`src/rtl/sbox_layer_sequencer.sv`:
```
// sbox_layer_sequencer
// Sequences one 3-share state through an external masked S-box layer of
// fixed latency LAT. It registers the shares, waits LAT cycles while feeding
// the layer fresh randomness from a 216-bit LFSR, then captures the result
// shares and holds them until downstream accepts them.
// The three shares are only ever moved as separate words and are never
// combined with each other.
// Optional feature: define SBOX_SEQ_RESEED_EN to add the seed_valid/seed
// ports, which reload the LFSR while the block is idle.
module sbox_layer_sequencer #(
   parameter int           LAT  = 3,
   parameter logic [215:0] SEED = 216'h1
) (
   input  logic         clk,
   input  logic         rst,
   input  logic         in_valid,
   output logic         in_ready,
   input  logic         in_sel,
   input  logic [63:0]  in_share1,
   input  logic [63:0]  in_share2,
   input  logic [63:0]  in_share3,
   output logic [63:0]  st1,
   output logic [63:0]  st2,
   output logic [63:0]  st3,
   output logic         sel,
   output logic [215:0] r,
   input  logic [63:0]  res1,
   input  logic [63:0]  res2,
   input  logic [63:0]  res3,
   output logic         out_valid,
   input  logic         out_ready,
   output logic [63:0]  out_share1,
   output logic [63:0]  out_share2,
   output logic [63:0]  out_share3
`ifdef SBOX_SEQ_RESEED_EN
   ,
   input  logic         seed_valid,
   input  logic [215:0] seed
`endif
);

   localparam int           CW       = $clog2(LAT + 1);
   localparam logic [CW-1:0] CNT_LAST = CW'(LAT - 1);
   // An all-zero LFSR would lock up, so zero seeds become 1.
   localparam logic [215:0] SEED_NZ  = (SEED == 216'h0) ? 216'h1 : SEED;

   typedef enum logic [1:0] {IDLE, WAIT, HOLD} state_t;

   state_t        state, state_nx;
   logic [CW-1:0] cnt;
   logic          xfer;
   logic          wait_done;
   logic          lfsr_fb;
   logic [215:0]  r_shift;
   logic [215:0]  r_nx;

   assign in_ready  = (state == IDLE);
   assign out_valid = (state == HOLD);
   assign xfer      = in_valid & in_ready;
   assign wait_done = (state == WAIT) && (cnt == CNT_LAST);

   // State register
   always_ff @(posedge clk or posedge rst) begin
      if (rst) state <= IDLE;
      else     state <= state_nx;
   end

   // Next-state: IDLE -> WAIT on transfer, WAIT -> HOLD after LAT cycles,
   // HOLD -> IDLE once downstream takes the result
   always_comb begin
      state_nx = state;
      case (state)
         IDLE:    if (xfer)      state_nx = WAIT;
         WAIT:    if (wait_done) state_nx = HOLD;
         HOLD:    if (out_ready) state_nx = IDLE;
         default:                state_nx = IDLE;
      endcase
   end

   // WAIT cycle counter, restarted by every transfer
   always_ff @(posedge clk or posedge rst) begin
      if (rst)                            cnt <= '0;
      else if (xfer)                      cnt <= '0;
      else if (state == WAIT && !wait_done) cnt <= cnt + CW'(1);
   end

   // Input shares and select, frozen for the whole transaction
   always_ff @(posedge clk or posedge rst) begin
      if (rst) begin
         st1 <= '0;
         st2 <= '0;
         st3 <= '0;
         sel <= 1'b0;
      end else if (xfer) begin
         st1 <= in_share1;
         st2 <= in_share2;
         st3 <= in_share3;
         sel <= in_sel;
      end
   end

   // Result shares captured on the edge ending the last WAIT cycle
   always_ff @(posedge clk or posedge rst) begin
      if (rst) begin
         out_share1 <= '0;
         out_share2 <= '0;
         out_share3 <= '0;
      end else if (wait_done) begin
         out_share1 <= res1;
         out_share2 <= res2;
         out_share3 <= res3;
      end
   end

   assign lfsr_fb = r[215] ^ r[214] ^ r[209] ^ r[208];
   assign r_shift = {r[214:0], lfsr_fb};

   // LFSR next value: advance only in WAIT; an idle reseed overrides the hold
   always_comb begin
      r_nx = r;
      if (state == WAIT)
         r_nx = (r_shift == 216'h0) ? 216'h1 : r_shift;
`ifdef SBOX_SEQ_RESEED_EN
      if (state == IDLE && seed_valid)
         r_nx = (seed == 216'h0) ? 216'h1 : seed;
`endif
   end

   // LFSR register
   always_ff @(posedge clk or posedge rst) begin
      if (rst) r <= SEED_NZ;
      else     r <= r_nx;
   end

endmodule

```
`config.mk`:
```
export PLATFORM = sky130hd
export DESIGN_NAME = sbox_layer_sequencer
export DESIGN_NICKNAME = d
export VERILOG_FILES = /design/src/rtl/sbox_layer_sequencer.sv
export SDC_FILE = /design/constraint.sdc
export NUM_CORES = 1
export LEC_CHECK = 0
export CORE_AREA = 2 2 385 387
export DETAILED_ROUTE_END_ITERATION = 7
export DIE_AREA = 0 0 387 389
export MAX_ROUTING_LAYER = met4
export PLACE_DENSITY = 0.44
export SLEW_MARGIN = 20
export SYNTH_ARGS = -nofsm -noshare
export SYNTH_HDL_FRONTEND = slang
export SYNTH_SLANG_ARGS = --single-unit
```
`constraint.sdc`:
```
create_clock -name clk -period 31.8 [get_ports clk]
set_input_delay 6.36 -clock clk [delete_from_list [all_inputs] [get_ports clk]]
set_output_delay 6.36 -clock clk [all_outputs]
set_load 0.05 [all_outputs]
```
==> impl_metrics.tcl, run 1 <==
set metrics [dict create \
    die_x_um 387 \
    cpMostUsedCell "buf_4" \
    setup_violations 0 \
    core_um2 147000 \
    io_pins 992 \
    ys_ff_latch 605 \
    ys.flop_type "dfrtp_1" \
    fin_crit_ps 9920 \
    start_kind "input pin" \
    synth_xor_xnor_area_share_pct 0.114 \
    area_growth_pct 63.6 \
    syn-num-nets 2212 \
    grt_usage_pct 15.7 \
    yosysTopAreaCell "dfrtp_1" \
    drc 0 \
    ctsHoldBuffers 0 \
    place_hpwl_um 91300 \
    path_clk_slew_ps 60 \
    gr-total-overflow 0 \
    drv_slew 0 \
    slew_headroom_pct 32.4 \
    cp_max_fo 116 \
    cts_resized 0 \
    rsz0062_at_grt "no" \
    synth_top_family_by_area "multiplexers" \
    syn_area_um2 23100 \
    cts_sinks 605 \
    grt_pass1_vias 18667 \
    path_class "in2async" \
    io_buffers 991 \
    syn_inst 1822 \
    crit_slowest_cell "buf_4" \
    hold_viol 0 \
    synth_most_common_cell "nand2_1" \
    fin_area_um2 37800 \
    tightest_slew_ps 1010 \
    drt_pre_antenna_iters 5 \
    timing.fmax_mhz 101 \
    synthTopCellsByCount "nand2_1 (649), dfrtp_1 (604), mux2_1 (216), mux2_2 (170), nor4_1 (56)" \
    routedWlPerCell_um 24.1 \
    synthMuxAreaShare_pct 18.8 \
    fillers 15376 \
    place.gp.congestion 0.810 \
    cap_violations 0 \
    die_height_um 389 \
    yosys.area_share.simple_pct 12.7 \
    drive_gt1_share_pct 11.3 \
    syn_avg_cell_area_um2 12.7 \
    path_cells "clkdlybuf4s50_1 > inv_8 > buf_4 > buf_4 > buf_4 > buf_4" \
    synth_top_area_share_pct 65.5 \
    max_stage_delay_ps 790 \
    routed_wl_um 117000 \
    dp_cells 4671 \
    ys_seq_area_share_pct 65.6 \
    rows 141 \
    fin_skew_ps 29.4 \
    whs_ps 483 \
    grt_antenna_before_repair 64 \
    synth-async-reset-ratio_pct 100 \
    cts_tree "yes" \
    powerDensity_nw_per_um2 115 \
    ant_nets 0 \
    yosys_warnings 0 \
    nets 3213 \
    vias 18014 \
    root_buffer "clkbuf_16" \
    p_leak_nw 16.3 \
    start_util_pct 15.7 \
    peakVddDrop_uv 72.7 \
    grt_max_degree 155 \
    place_area_um2 35000 \
    clkLatencyLatePin_ps 670 \
    drtIter0Drc 881 \
    end_kind "asynchronous set/reset pin" \
    synth_edf_count 0 \
    post_cts_buffers 0 \
    cp.arrival_ps 10600 \
    finalPower_mw 4.36 \
    synth_area_leaders "dfrtp_1 (65%), nand2_1 (11%), mux2_1 (11%), mux2_2 (8.3%), nor4_1 (1.5%)" \
    vias_per_cell 3.73 \
    cp.required_ps 32480 \
    tritoncts.num_buffers 80 \
    ctsHtreeMaxLevel 3 \
    clockBufferDepth 3 \
    run_status "completed" \
    dieArea_um2 151000 \
    final_cells 4835 \
    fin_setup_tns_ps 0 \
    period_share_pct 31.2 \
    synth_compound_area_share_pct 0.0867 \
    ys_types 25 \
    grt_pass1_wl_um 161000 \
    min_path_type "reg2reg" \
    synth_fa_ha_area_share_pct 0.0542 \
]
cell families (layout without fill, tap and decap cells):
family | count (synthesis) | count (layout)
AO/OA/AOI/OAI | 3 | 3
XOR/XNOR | 3 | 3
adder cells (fa/ha/maj) | 1 | 1
buffers and inverters | 95 | 1163
flip-flops | 605 | 605
multiplexers | 386 | 386
other | 0 | 15
AND/OR/NAND/NOR | 729 | 729
state kept, by name, indices dropped and copies added (netlist names):
signal,flops
st3,64
st2,64
out_share1,64
cnt,2
sel,1
state,2
r,216
st1,64
out_share2,64
out_share3,64
area by class of cell:
class / count / area (um^2) / share of cell area (%)
Antenna cell: 15 / 37.5 / 0.0994
Multi-Input combinational cell: 1122 / 7370 / 19.5
Clock buffer: 123 / 2390 / 6.34
Inverter: 4 / 22.5 / 0.0596
Timing Repair Buffer: 1010 / 10100 / 26.7
Clock inverter: 26 / 302 / 0.799
Sequential cell: 605 / 15100 / 40.1
Tap cell: 1930 / 2410 / 6.40
stage by stage:
stage | worst slack, ps | utilization, %
4_1_cts | 21690 | 25.7
6_report | 21880 | 25.8
3_5_place_dp | 20960 | 23.9
3_3_place_gp | 20900 | 23.9
5_1_grt | 21300 | 25.8
2_1_floorplan | 8500 | -
power by group:
group	leakage, nW	internal, mW	switching, mW
combinational	7.43	0.717	1.51
clock	1.33	0.547	0.382
sequential	7.56	1.04	0.166
worst max-delay path, delay by kind of cell:
family	cells	cell delay (ps)
buffers and inverters	6	3980
final timing paths:
path                           from             end  slack (ps)  depth (start not counted)
max                             rst  out_share2[13]       21880                          6
min                         st1[16]         st1[16]         480                          1
max reg2reg                state[0]         st1[50]       28210                          5
min reg2reg                 st1[16]         st1[16]         480                          1
max in group clk           state[0]        in_ready       23010                          2
min in group asynchronous       rst         st2[14]        6290                          2
placed cells by master, fill, tap and decap left out:
| cell | n |
|---|---|
| clkbuf_16 | 80 |
| buf_12 | 1 |
| clkinv_16 | 1 |
| inv_8 | 1 |
| nor4_2 | 2 |
| nor2b_4 | 1 |
| nand2b_4 | 1 |
| clkdlybuf4s50_1 | 991 |
| bufinv_16 | 3 |
| nand2_1 | 649 |
| nand3_1 | 1 |
| dfstp_2 | 1 |
| nand4_1 | 13 |
| diode_2 | 15 |
| xnor2_1 | 3 |
| clkinvlp_4 | 3 |
| nand2_8 | 1 |
| inv_1 | 3 |
| inv_16 | 3 |
| o31ai_1 | 1 |
| clkbuf_1 | 20 |
| clkinv_2 | 13 |
| clkbuf_8 | 23 |
| clkinv_8 | 1 |
| nor3_1 | 2 |
| ha_1 | 1 |
| mux2_2 | 170 |
| inv_6 | 2 |
| and2_4 | 1 |
| buf_4 | 18 |
| o211ai_1 | 1 |
| nor4_1 | 54 |
| mux2_1 | 216 |
| nand2b_1 | 1 |
| dfrtp_1 | 604 |
| nor2_1 | 3 |
| o21ai_0 | 1 |
metal layers:
layer  wire [um]  GRT usage [%]  vias up
met1       46800           17.6     8974
met5           0              -        -
li1            -              -     8111
met2       55700           25.3      755
met4        2160           2.92        0
met3       11900           7.57      174
No activity file was read; power rests on OpenSTA's default activity.
==> run 2, diff against run 1 <==
Settings changed: CORE_AREA 2 2 385 387 to 2 2 388 390, DIE_AREA 0 0 387 389 to 0 0 390 392, PLACE_DENSITY 0.44 to 0.45.
Clock period 31.8 ns to 8.8 ns, I/O delays scaled along.
==> impl_metrics.tcl, run 2 (synthesized netlist as in run 1, its figures left out) <==
set metrics [dict create \
    ctsHoldBuffers 0 \
    peakVddDrop_uv 381 \
    finalPower_mw 15.7 \
    p_comb_share_pct 50.7 \
    hold_viol 0 \
    crit_slowest_cell "clkdlybuf4s50_1" \
    most-common-layout-cells "clkdlybuf4s50_1 (991), nand2_1 (649), dfrtp_1 (604), mux2_1 (216), mux2_2 (170)" \
    p_sw_share_pct 46.9 \
    io_pins 992 \
    setup_violations 0 \
    met1_usage_pct 16.7 \
    layout_commonest_cell "clkdlybuf4s50_1" \
    ctsHtreeMaxLevel 3 \
    crit_buf_inv 1 \
    place.gp.congestion 0.847 \
    ant_nets 0 \
    clockBufferDepth 3 \
    run_status "completed" \
    cts_sinks 605 \
    p_leak_nw 16.3 \
    cts_resized 0 \
    seqPwrFrac_pct 27.8 \
    start_kind "register" \
    grt_max_degree 218 \
    grt_usage_pct 14.8 \
    tritoncts.num_buffers 79 \
    path_clk_slew_ps 60 \
    fillers 15809 \
    place_hpwl_um 88100 \
    dieArea_um2 153000 \
    drv_slew 0 \
    whs_ps 483 \
    cp_max_fo 4 \
    clkLatencyLatePin_ps 660 \
    routed_wl_um 114000 \
    min_path_type "reg2reg" \
    clkPwrFrac_pct 21.4 \
    path_class "reg2out" \
    gr-total-overflow 0 \
    start_util_pct 15.5 \
    vias 18198 \
    power.switching_mw 7.36 \
    fin_skew_ps 27.3 \
    rows 142 \
    timing.fmax_mhz 252 \
    io_buffers 991 \
    area_growth_pct 63.7 \
    cp_top_family "buffers and inverters" \
    die_height_um 392 \
    place_area_um2 35100 \
    grt.met3_usage_pct 5.93 \
    root_buffer "clkbuf_16" \
    grt_pass1_wl_um 155000 \
    fin_area_um2 37800 \
    period_share_pct 45.1 \
    largest_reg_flops 216 \
    powerDensity_nw_per_um2 416 \
    grt_pass1_vias 18689 \
    grt_most_used_layer "met2" \
    r2r-start "state[0]" \
    drive_gt1_share_pct 10.9 \
    vias_per_cell 3.76 \
    slew_headroom_pct 32.0 \
    cp.arrival_ps 2210 \
    end_kind "output pin" \
    gr-usage-met2_pct 24.6 \
    max_stage_delay_ps 1150 \
    drtIter0Drc 998 \
    p_int_mw 8.35 \
    cts_tree "yes" \
    cp.required_ps 7040 \
    fin_crit_ps 3970 \
    grt_antenna_before_repair 71 \
    core_um2 149000 \
    critPathLaunch "r[178]" \
    hold_path.startpoint "st2[26]" \
    drc 0 \
    cap_violations 0 \
    drt_pre_antenna_iters 5 \
    tightest_slew_ps 1020 \
    routedWlPerCell_um 23.5 \
    rsz0062_at_grt "no" \
    die_x_um 390 \
    post_cts_buffers 0 \
    fin_setup_tns_ps 0 \
    path_cells "clkdlybuf4s50_1" \
    regMostFlops "r" \
    nets 3205 \
]
[run 2: cell count changes in the layout (fill, tap and decap cells not counted), sizes merged]
| cell | previous run | this run |
|---|---|---|
| buf | 19 | 12 |
| bufinv | 3 | 5 |
| clkinvlp | 3 | 1 |
| inv | 9 | 7 |
| clkbuf | 123 | 117 |
| diode | 15 | 18 |
[run 2: final timing paths]
| path | to | slack (ps) | cells after the start |
|---|---|---|---|
| min in group asynchronous | st2[29] | 1630 | 2 |
| setup reg to reg | out_share3[2] | 5400 | 5 |
| setup / recovery | r[178] | 4830 | 1 |
| hold reg to reg | st2[26] | 480 | 1 |
| hold / removal | st2[26] | 480 | 1 |
| max in group asynchronous | st3[57] | 5380 | 4 |
[run 2: per-stage QoR]
| step | std cells | utilization [%] | worst slack, ps |
|---|---|---|---|
| floorplan | 1822 | - | -1210 |
| global placement | 4678 | 23.5 | 4330 |
| detailed placement | 4678 | 23.5 | 4320 |
| CTS | 4819 | 25.3 | 4770 |
| global route | 4832 | 25.4 | 4730 |
| finish | 4837 | 25.4 | 4830 |
[run 2: worst register-to-register path, stage by stage, from the launching register on]
cell and delay [ps]:
dfrtp_1 440, nor2b_4 200, buf_12 710, nand2_8 520, buf_4 890, mux2_1 560
[run 2: per-layer routing]
| layer | part of all wire (%) | vias to the layer above |
|---|---|---|
| met5 | 0 | - |
| met4 | 1.9 | 0 |
| met3 | 9.3 | 179 |
| met2 | 49 | 768 |
| met1 | 40 | 9146 |
| li1 | - | 8105 |
[run 2: power groups by stage]
stage                     logic [mW]  registers [mW]  clock network, mW
after CTS                       8.06            4.38               3.50
after global routing            8.29            4.51               3.58
after global placement          8.04            4.40                  0
after floorplan                 1.72            7.67                  0
final                           7.97            4.37               3.36
after detailed placement        8.05            4.42                  0
[run 2: cell type report]
type	count	area [um^2]	area share (%)
diodes	18	45.0	0.119
clock buffers	117	2320	6.14
clock inverters	24	363	0.960
inverters	4	18.8	0.0497
multi-input cells	1122	7370	19.5
flip-flops and latches	605	15100	40.1
well taps	1944	2430	6.44
repair buffers	1003	10100	26.7
